[src/rtl/mips_pkg.sv]
// Shared types and encodings for the multi-cycle MIPS control unit.
// Holds FSM states, opcode/funct values, ALU codes and aluop selectors.
package mips_pkg;

    typedef enum logic [3:0] {
        S_FETCH,
        S_DECODE,
        S_MEMADR,
        S_MEMRD,
        S_MEMWB,
        S_MEMWR,
        S_RTYPEEX,
        S_RTYPEWB,
        S_BEQEX,
        S_ADDIEX,
        S_ADDIWB
    } state_t;

    localparam logic [5:0] OP_RTYPE = 6'b000000;
    localparam logic [5:0] OP_LW    = 6'b100011;
    localparam logic [5:0] OP_SW    = 6'b101011;
    localparam logic [5:0] OP_BEQ   = 6'b000100;
    localparam logic [5:0] OP_ADDI  = 6'b001000;

    localparam logic [5:0] FN_ADD = 6'b100000;
    localparam logic [5:0] FN_SUB = 6'b100010;
    localparam logic [5:0] FN_AND = 6'b100100;
    localparam logic [5:0] FN_OR  = 6'b100101;
    localparam logic [5:0] FN_SLT = 6'b101010;

    localparam logic [2:0] ALU_ADD = 3'b010;
    localparam logic [2:0] ALU_SUB = 3'b110;
    localparam logic [2:0] ALU_AND = 3'b000;
    localparam logic [2:0] ALU_OR  = 3'b001;
    localparam logic [2:0] ALU_SLT = 3'b111;

    localparam logic [1:0] ALUOP_ADD   = 2'b00;
    localparam logic [1:0] ALUOP_SUB   = 2'b01;
    localparam logic [1:0] ALUOP_FUNCT = 2'b10;

    localparam logic [1:0] SRCB_B      = 2'b00;
    localparam logic [1:0] SRCB_FOUR   = 2'b01;
    localparam logic [1:0] SRCB_IMM    = 2'b10;
    localparam logic [1:0] SRCB_IMMSH2 = 2'b11;

endpackage

[src/rtl/mips_aludec.sv]
// ALU decoder: maps aluop and R-type funct onto the ALU control code.
// Unknown funct values fall back to add rather than flagging an error.
module mips_aludec
    import mips_pkg::*;
(
    input  logic [1:0] aluop,
    input  logic [5:0] funct,
    output logic [2:0] alucontrol
);

    always_comb begin
        alucontrol = ALU_ADD;
        case (aluop)
            ALUOP_ADD: alucontrol = ALU_ADD;
            ALUOP_SUB: alucontrol = ALU_SUB;
            ALUOP_FUNCT: begin
                case (funct)
                    FN_ADD:  alucontrol = ALU_ADD;
                    FN_SUB:  alucontrol = ALU_SUB;
                    FN_AND:  alucontrol = ALU_AND;
                    FN_OR:   alucontrol = ALU_OR;
                    FN_SLT:  alucontrol = ALU_SLT;
                    default: alucontrol = ALU_ADD;
                endcase
            end
            default: alucontrol = ALU_ADD;
        endcase
    end

endmodule

[src/rtl/mips_controller.sv]
// Multi-cycle MIPS control unit: Moore FSM sequencing lw/sw/R-type/beq/addi
// plus the ALU decoder. Outputs decode from state, gated only by memready/zero.
module mips_controller
    import mips_pkg::*;
#(
    parameter state_t RESET_STATE = S_FETCH
) (
    input  logic       clk,
    input  logic       reset,
    input  logic [5:0] op,
    input  logic [5:0] funct,
    input  logic       zero,
    input  logic       memready,
    output logic       memtoreg,
    output logic       regdst,
    output logic       iord,
    output logic       pcsrc,
    output logic       alusrca,
    output logic       irwrite,
    output logic       pcen,
    output logic       regwrite,
    output logic       memwrite,
    output logic [1:0] alusrcb,
    output logic [1:0] aluop,
    output logic [2:0] alucontrol,
    output logic       illegal
);

    state_t state, next;
    logic   pcwrite, branch;

    always_ff @(posedge clk or negedge reset) begin
        if (!reset) state <= RESET_STATE;
        else        state <= next;
    end

    always_comb begin
        next     = S_FETCH;
        memtoreg = 1'b0;
        regdst   = 1'b0;
        iord     = 1'b0;
        pcsrc    = 1'b0;
        alusrca  = 1'b0;
        irwrite  = 1'b0;
        pcwrite  = 1'b0;
        branch   = 1'b0;
        regwrite = 1'b0;
        memwrite = 1'b0;
        alusrcb  = SRCB_B;
        aluop    = ALUOP_ADD;
        illegal  = 1'b0;
        case (state)
            S_FETCH: begin
                alusrcb = SRCB_FOUR;
                irwrite = memready;
                pcwrite = memready;
                next    = memready ? S_DECODE : S_FETCH;
            end
            S_DECODE: begin
                // Branch target is computed here so BEQEX only needs the compare.
                alusrcb = SRCB_IMMSH2;
                case (op)
                    OP_LW, OP_SW: next = S_MEMADR;
                    OP_RTYPE:     next = S_RTYPEEX;
                    OP_BEQ:       next = S_BEQEX;
                    OP_ADDI:      next = S_ADDIEX;
                    default: begin
                        next    = S_FETCH;
                        illegal = 1'b1;
                    end
                endcase
            end
            S_MEMADR: begin
                alusrca = 1'b1;
                alusrcb = SRCB_IMM;
                next    = (op == OP_LW) ? S_MEMRD : S_MEMWR;
            end
            S_MEMRD: begin
                iord = 1'b1;
                next = memready ? S_MEMWB : S_MEMRD;
            end
            S_MEMWB: begin
                memtoreg = 1'b1;
                regwrite = 1'b1;
            end
            S_MEMWR: begin
                iord     = 1'b1;
                memwrite = 1'b1;
                next     = memready ? S_FETCH : S_MEMWR;
            end
            S_RTYPEEX: begin
                alusrca = 1'b1;
                aluop   = ALUOP_FUNCT;
                next    = S_RTYPEWB;
            end
            S_RTYPEWB: begin
                regdst   = 1'b1;
                regwrite = 1'b1;
            end
            S_BEQEX: begin
                alusrca = 1'b1;
                aluop   = ALUOP_SUB;
                pcsrc   = 1'b1;
                branch  = 1'b1;
            end
            S_ADDIEX: begin
                alusrca = 1'b1;
                alusrcb = SRCB_IMM;
                next    = S_ADDIWB;
            end
            S_ADDIWB: regwrite = 1'b1;
            default:  next = S_FETCH;
        endcase
    end

    assign pcen = pcwrite | (branch & zero);

    mips_aludec u_aludec (
        .aluop      (aluop),
        .funct      (funct),
        .alucontrol (alucontrol)
    );

endmodule

[config.mk]
export PLATFORM = sky130hd
export DESIGN_NAME = mips_controller
export DESIGN_NICKNAME = d
export VERILOG_FILES = /design/src/rtl/mips_pkg.sv /design/src/rtl/mips_aludec.sv /design/src/rtl/mips_controller.sv
export SDC_FILE = /design/constraint.sdc
export NUM_CORES = 1
export LEC_CHECK = 0
export ABC_AREA = 1
export BUFFER_PORTS_ARGS = -buffer_cell sky130_fd_sc_hd__buf_2
export CORE_MARGIN = 3
export CORE_UTILIZATION = 46
export CTS_BUF_LIST = sky130_fd_sc_hd__clkbuf_4 sky130_fd_sc_hd__clkbuf_8
export DETAILED_ROUTE_END_ITERATION = 16
export HOLD_SLACK_MARGIN = 0.02
export PLACE_DENSITY = 0.81
export SLEW_MARGIN = 20
export SYNTH_ARGS = -nofsm -noshare
export SYNTH_HDL_FRONTEND = slang
export SYNTH_HIERARCHICAL = 1
export SYNTH_SLANG_ARGS = --single-unit
[constraint.sdc]
create_clock -name clk -period 2.2 [get_ports clk]
set_input_delay 0.22 -clock clk [delete_from_list [all_inputs] [get_ports clk]]
set_output_delay 0.22 -clock clk [all_outputs]
set_load 0.02 [all_outputs]
Yosys cells after proc, flatten, opt, wreduce, memory -nomap -nowiden --
Cells that the tools add are included. W data, S select, Z words.
Storage, ports and cells: flip-flop bits (word level) 4, bits of input ports 16, output and inout port bits 17, logic and storage cells 51
Operators by class: eq/ne operators 20, mux-type cells 20, bitwise gates (word level) 2, reduce and logical (&&, ||, !) cells 8
Operators by type and width (number):
- $eq A6 B6 Y1 const B | 6
- $pmux W4 S7 | 1
- $eq A4 B3 Y1 const B | 4
- $pmux W4 S4 | 1
- $eq A4 B4 Y1 const B | 3
- $pmux W3 S4 | 1
- $mux W1 | 11
- $mux W3 | 3
- $eq A4 B2 Y1 const B | 2
- $eq A6 B3 Y1 const B | 1
- $eq A6 B4 Y1 const B | 1
- $logic_not A6 Y1 | 1
- $pmux W2 S3 | 1
- $pmux W3 S2 | 1
- $reduce_or A2 Y1 | 3
- $reduce_or A5 Y1 | 1
- $eq A4 B1 Y1 const B | 1
- $logic_not A4 Y1 | 1
- $pmux W2 S2 | 1
- $reduce_or A4 Y1 | 1
- $reduce_or A3 Y1 | 1
- $eq A2 B1 Y1 const B | 1
- $eq A2 B2 Y1 const B | 1
- $and A1 B1 Y1 | 1
- $or A1 B1 Y1 | 1

Longest topological paths before layout --
Gate-level depths: netlist of run 1.
depth in word-level cells 4, mapped depth 12, mapped depth without buffers 12

By module --
Netlist of run 1, hierarchy kept.
By module, submodules not included:
- mips_controller | times used 1, cells an instance 88, area each 451.7 µm², seq. area each 100.1 µm²
- mips_aludec | times used 1, cells an instance 37, area each 173.9 µm², seq. area each 0.0 µm²

Worst setup path after synthesis of run 1 --
OpenSTA, ideal clock, no wires.
path type register to output, from register state[1], to output alucontrol[0], arrival time 1.753 ns, required time 1.980 ns, path slack 0.227 ns, stages on the path, launching flop included 8, path buffers 0, cell sequence dfrtp_1 nor2_1 nand2_1 inv_2 inv_1 ha_1 or2_1 a21oi_1
Between the ends: longest elaborated chain between the ends 4, elaborated cells on any way between the ends 6, those cells by class eq/ne: 4; mux: 2
Ends and longest elaborated chain:
- from (decl) | line mips_controller.sv:29 | state_t state, next;
- from (signal assigned) | line mips_controller.sv:34 | else state <= next;
- $eq A4 B4 Y1 / $eq A4 B3 Y1 (equally long branches) | line mips_controller.sv:52 | case (state)
- $pmux W2 S2 (*) | line mips_controller.sv:52
- $eq A2 B2 Y1 / $eq A2 B1 Y1 (equally long branches) | line mips_aludec.sv:13 | case (aluop)
- $pmux W3 S2 (*) | line mips_aludec.sv:13
- to (decl) | line mips_controller.sv:25 | output logic [2:0] alucontrol,
Mark *: on every way between the ends. The rest lies on a longest branch, timed or not.

Worst setup path in the final report of run 1 --
from register state[3], to output alucontrol[0]
Same word-level chain as after synthesis.

==> flow_summary_export.csv, run 1 <==
group,metric,value,unit
timing,max_freq,0.478,GHz
clocking,clk_latency,0.24,ns
power,power.density,385,nW/um^2
place,portBuffers,32,
detailed_routing,drc,0,
worst_setup_path,cp_max_fo,5,
global_route,grt_pass1_wl,2620,microns
power,ir_drop,0.276,mV
worst_setup_path,worstSetupStartpointType,"flop",
detailed_routing,viasPerCell,4.60,
final_layout,fin_util,75.5,%
logic_synthesis,synth_top_area_share,22.2,%
detailed_routing,drt-met1-wl,760,microns
global_route,grt_max_degree,7,
place,place_inst,170,
die,initial_core_util,52.7,%
detailed_routing,wl_per_cell,9.41,microns
detailed_routing,dr.pass1.iters,4,
detailed_routing,drt_iter0_drc,17,
logic_synthesis,syn_inst,125,
clocking,numCtsBuffers,3,
die,rows,12,
logic_synthesis,synth_area_leader_cell,"nand2_1",
worst_setup_path,critical_path_arrival,1.87,ns
detailed_routing,vias,823,
logic_synthesis,synth.avg_cell_area,5.00,sq um
global_route,grt_use_total,18.2,%
logic_synthesis,yosysWarnings,6,
timing,finClkSkew,0.00155,ns
die,core-area,1190,sq um
clocking,htreeDepth,1,
place,place_congestion,0.820,
worst_setup_path,cp_slowest_stage_delay,0.39,ns
timing,finalCriticalPeriod,2.09,ns
worst_setup_path,critPathCaptureType,"primary output",
final_layout,drive_above_1_share,35.8,%
global_route,grt_pass1_vias,679,
worst_hold_path,hold_class,"input port to flop",
die,design.portCount,33,
final_layout,regMostFlops,"state",
outcome,run_status,"finished, final reports clean",
logic_synthesis,synth_cell_types,14,
worst_setup_path,crit_required,1.98,ns
timing,slew_violations,0,
worst_setup_path,cp_cell_sequence,"buf_4 -> nor2_4 -> nand2_1 -> inv_2 -> ha_1 -> or2_1 -> a21oi_1 -> buf_4",
global_route,grt-ovfl-total,0,
global_route,antenna_found_initial,0,
power,power.total,0.000345,W
clocking,clock-sinks,4,
final_layout,layout.cells.non_filler,179,
timing,maxSlewHeadroom,81.7,%
die,chipHeight,42.9,microns
logic_synthesis,synthTopCellsByCount,"nand2_1 (37), inv_1 (25), nor2_1 (22), nand3_1 (16), nor2_2 (7)",
logic_synthesis,synthTopCellsByArea,"nand2_1 (22%), dfrtp_1 (16%), inv_1 (15%), nor2_1 (13%), nand3_1 (13%)",
worst_setup_path,critPathTopFamily,"simple AND/OR/NAND/NOR gates",
worst_setup_path,crit_type,"flop to primary output",
detailed_routing,top_layer_used,"met4",
timing,timing.final.crit_share,95.1,%
clocking,ctsRootBufferMaster,"clkbuf_4",
clocking,tritoncts,"built",
detailed_routing,final_antenna_net_count,0,
power,p_leak,0.603,nW
place,hpwl,1320,microns
clocking,clkTransAtPathRegs,0.04,ns
final_layout,nets,185,
logic_synthesis,synthArstFlopShare,100,%
die,dieArea,1840,sq um
worst_setup_path,critPathSlowestCell,"dfrtp_1",
timing,setup_violations,0,
detailed_routing,wl_met2,825,microns
timing,worst_slew_pin_slew,0.274,ns
logic_synthesis,synth_edf_count,0,
final_layout,largest_reg_flops,4,
logic_synthesis,synth.most_common_cell,"nand2_1",
worst_setup_path,cpMostUsedCell,"buf_4",
logic_synthesis,synth_area,626,sq um
clocking,ctsLongestPathBuffers,2,
detailed_routing,wl_met3,83,microns
timing,finalSetupTns,0,ns
final_layout,area_delta_synth_final,43.2,%
final_layout,reg_top3,"state: 4 flops",
run,drv_cap,0,
logic_synthesis,yosysSeqAreaShare,16.0,%
logic_synthesis,syn-num-nets,143,
logic_synthesis,ys.flop_type,"dfrtp_1",
worst_setup_path,critPathBufInv,3,
timing,hold_viol,0,
detailed_routing,finalWirelength,1680,microns
logic_synthesis,ys_seq_elements,4,
final_layout,n_antenna_cell,0,
die,die_w,42.9,microns
[cell families after synthesis]
family	count (synthesis)	share of synthesized area (%)
DFF	4	16.0
and+or+nand+nor	85	58.4
buffers and inverters	31	19.2
adders and majority gates	2	4.00
AOI/OAI and AO/OA	3	2.40
[metal layers]
layer | global-route usage, % | vias up
li1 | - | 451
met4 | 7.45 | 0
met1 | 22.7 | 345
met3 | 3.81 | 3
met2 | 29.9 | 24
met5 | 0 | -
[stage by stage]
step	hold slack, ns	area, sq um	worst slack (ns)
after floorplan	-0.0756	626	0.227
after global placement	0.0236	796	0.310
after detailed placement	0.0241	796	0.244
after CTS	0.298	831	0.0319
after global routing	0.325	896	-0.0141
final	0.301	896	0.108
[layout by cell type (no fill, tap or decap), drive strengths merged, types with 2 or more instances in the layout]
cell type / count
nand3: 16
inv: 30
nor2: 29
nand2: 37
buf: 37
dfrtp: 4
a21oi: 2
ha: 2
clkbuf: 3
[report_power, final]
group	switching (W)	total [W]	internal, W
Combinational	0.000106	0.000161	0.0000551
Sequential	0.00000941	0.0000902	0.0000808
Clock	0.0000328	0.0000940	0.0000612
Total	0.000148	0.000345	0.000197
[worst reg2reg max path: cells and delay by family, from the launching register on]
family                 cells  cell delay (ns)
buffers and inverters      2             0.27
flip-flops                 1             0.43
AND/OR/NAND/NOR            4             0.44
[area by class of cell]
type	count	area (sq um)
clock buffer	3	22.5
fill	119	290
inverter	30	113
multi-input combinational	90	430
sequential	4	103
tap	14	17.5
timing repair buffer	38	210
[final timing paths]
check                      slack, ns     start  cells after the start       endpoint
max reg2reg                     1.00  state[1]                      6       state[0]
max                             0.11  state[3]                      8  alucontrol[0]
max in group asynchronous       1.75     reset                      2       state[1]
min                             0.30     op[4]                      4       state[0]
min reg2reg                     0.71  state[3]                      3       state[3]
min in group asynchronous       0.32     reset                      2       state[3]
[repair_timing]
item,CTS,global route
hold buffers,1,0
pin swaps,0,1
buffers inserted,0,5
setup endpoints to repair,1,3
gates resized for setup,1,10
endpoints found under the hold margin,4,0
(Power assumes the default switching activity.)
==> run 2: changes to the inputs <==
- BUFFER_PORTS_ARGS: -buffer_cell sky130_fd_sc_hd__buf_2 -> -buffer_cell sky130_fd_sc_hd__clkbuf_2
==> flow_summary_export.csv, run 2 (synthesis gave the netlist of run 1 again) <==
group,metric,value,unit
clocking,tritoncts,"built",
timing,max_freq,0.478,GHz
worst_setup_path,critPathCaptureType,"primary output",
die,chipHeight,42.9,microns
place,hpwl,1260,microns
power,power.density,394,nW/um^2
timing,finalCriticalPeriod,2.09,ns
global_route,grt_pass1_vias,629,
worst_setup_path,worstSetupStartpointType,"flop",
worst_hold_path,hold_class,"input port to flop",
worst_setup_path,cp_max_fo,5,
detailed_routing,final_antenna_net_count,0,
timing,finClkSkew,0.00222,ns
final_layout,reg_top3,"state: 4 flops",
worst_setup_path,critical_path_arrival,1.87,ns
worst_setup_path,regToRegSetupSlack,0.95,ns
final_layout,finalInstanceArea,880,sq um
timing,holdWs,0.306,ns
die,die_w,42.9,microns
clocking,numCtsBuffers,3,
clocking,ctsLongestPathBuffers,2,
timing,maxSlewHeadroom,81.3,%
worst_setup_path,rr_endpoint,"state[1]",
detailed_routing,viasPerCell,4.70,
timing,worst_slew_pin_slew,0.280,ns
clocking,ctsRootBufferMaster,"clkbuf_4",
detailed_routing,drt_iter0_drc,35,
place,portBuffers,32,
global_route,antenna_found_initial,0,
place,place_congestion,0.821,
place,place_inst,170,
worst_setup_path,critPathLaunch,"state[0]",
clocking,htreeDepth,1,
timing,hold_viol,0,
place,place_area,796,sq um
global_route,grt_use_total,16.9,%
detailed_routing,wl_per_cell,9.51,microns
detailed_routing,vias,836,
detailed_routing,drc,0,
worst_setup_path,crit_type,"flop to primary output",
worst_setup_path,reg2reg_from,"state[2]",
clocking,clkTransAtPathRegs,0.04,ns
clocking,clock-sinks,4,
worst_setup_path,r2r_cells,6,
die,core-area,1190,sq um
timing,setup_violations,0,
final_layout,drive_above_1_share,34.1,%
global_route,grt-ovfl-total,0,
final_layout,fillers,115,
final_layout,final_cell_mix,"nand2_1 (37), clkbuf_2 (31), inv_1 (24)",
die,design.portCount,33,
power,p_leak,0.592,nW
worst_setup_path,crit_required,1.98,ns
final_layout,largest_reg_flops,4,
outcome,run_status,"finished, final reports clean",
final_layout,fin_util,74.2,%
die,rows,12,
die,initial_core_util,52.7,%
timing,finalSetupTns,0,ns
final_layout,regMostFlops,"state",
worst_setup_path,crit_end,"alucontrol[0]",
die,dieArea,1840,sq um
global_route,grt_pass1_wl,2420,microns
final_layout,layout.cells.non_filler,178,
power,ir_drop,0.277,mV
final_layout,nets,184,
detailed_routing,finalWirelength,1690,microns
detailed_routing,dr.pass1.iters,4,
timing,timing.final.crit_share,95.1,%
run,drv_cap,0,
final_layout,area_delta_synth_final,40.6,%
timing,slew_violations,0,
clocking,clk_latency,0.24,ns
final_layout,n_antenna_cell,0,
global_route,grt_max_degree,7,
final_layout,final_common_cell,"nand2_1",
run 2: changes by cell type in the layout (fill, tap and decap cells not counted):
| cell | change |
|---|---|
| buf_2 | -31 |
| buf_4 | -1 |
| clkbuf_2 | +31 |
| dfrtp_1 | +1 |
| dfrtp_2 | -1 |
| nand2_1 | +1 |
| nand2_2 | -1 |
| nor2_2 | +1 |
| nor2_4 | -1 |
run 2: area by class of cell:
class                      count  area (sq um)  area share [%]
tap                           14          17.5            1.99
inverter                      30           113            12.8
timing repair buffer          37           203            23.0
multi-input combinational     90           423            48.1
clock buffer                   3          22.5            2.56
sequential                     4           101            11.5
run 2: per-layer routing:
metal / vias to the layer above / GRT usage [%] / share of wire [%]
met5: - / 0 / 0
met3: 5 / 1.69 / 6.9
met4: 0 / 9.32 / 1.9
met1: 347 / 22.7 / 43
met2: 35 / 25.7 / 48
li1: 449 / - / -
run 2: worst min path at each step:
stage	start	endpoint	slack [ns]	cells after the start
4_1_cts	op[4]	state[0]	0.30	4
3_3_place_gp	reset	state[0]	0.03	1
2_1_floorplan	reset	state[0]	-0.08	0
6_report	op[4]	state[0]	0.31	4
3_5_place_dp	reset	state[1]	0.03	1
5_1_grt	op[4]	state[0]	0.32	4
run 2: critical path, stage by stage (launching register included):
cell     delay (ns)
dfrtp_1        0.42
nor2_2         0.18
nand2_1        0.10
inv_2          0.09
inv_1          0.05
ha_1           0.31
or2_1          0.23
a21oi_1        0.11
buf_4          0.15
run 2: metrics by stage:
| stage | setup slack (ns) | total power, W |
|---|---|---|
| finish | 0.108 | 0.000346 |
| detailed placement | 0.248 | 0.000236 |
| global route | -0.0359 | 0.000369 |
| CTS | 0.0293 | 0.000330 |
| floorplan | 0.227 | 0.000183 |
| global placement | 0.286 | 0.000233 |
run 2: power by group:
part | switching, W | total [W] | internal, W
combinational | 0.000107 | 0.000165 | 0.0000581
sequential | 0.00000847 | 0.0000885 | 0.0000801
clock | 0.0000313 | 0.0000924 | 0.0000611
run 2: timing repair:
item	in CTS	in global routing
pin swaps	0	1
endpoints found under the setup margin	1	3
cloned	0	0
hold buffers	1	0
gates resized for setup	1	8
setup buffers	0	4
endpoints found under the hold margin	4	0
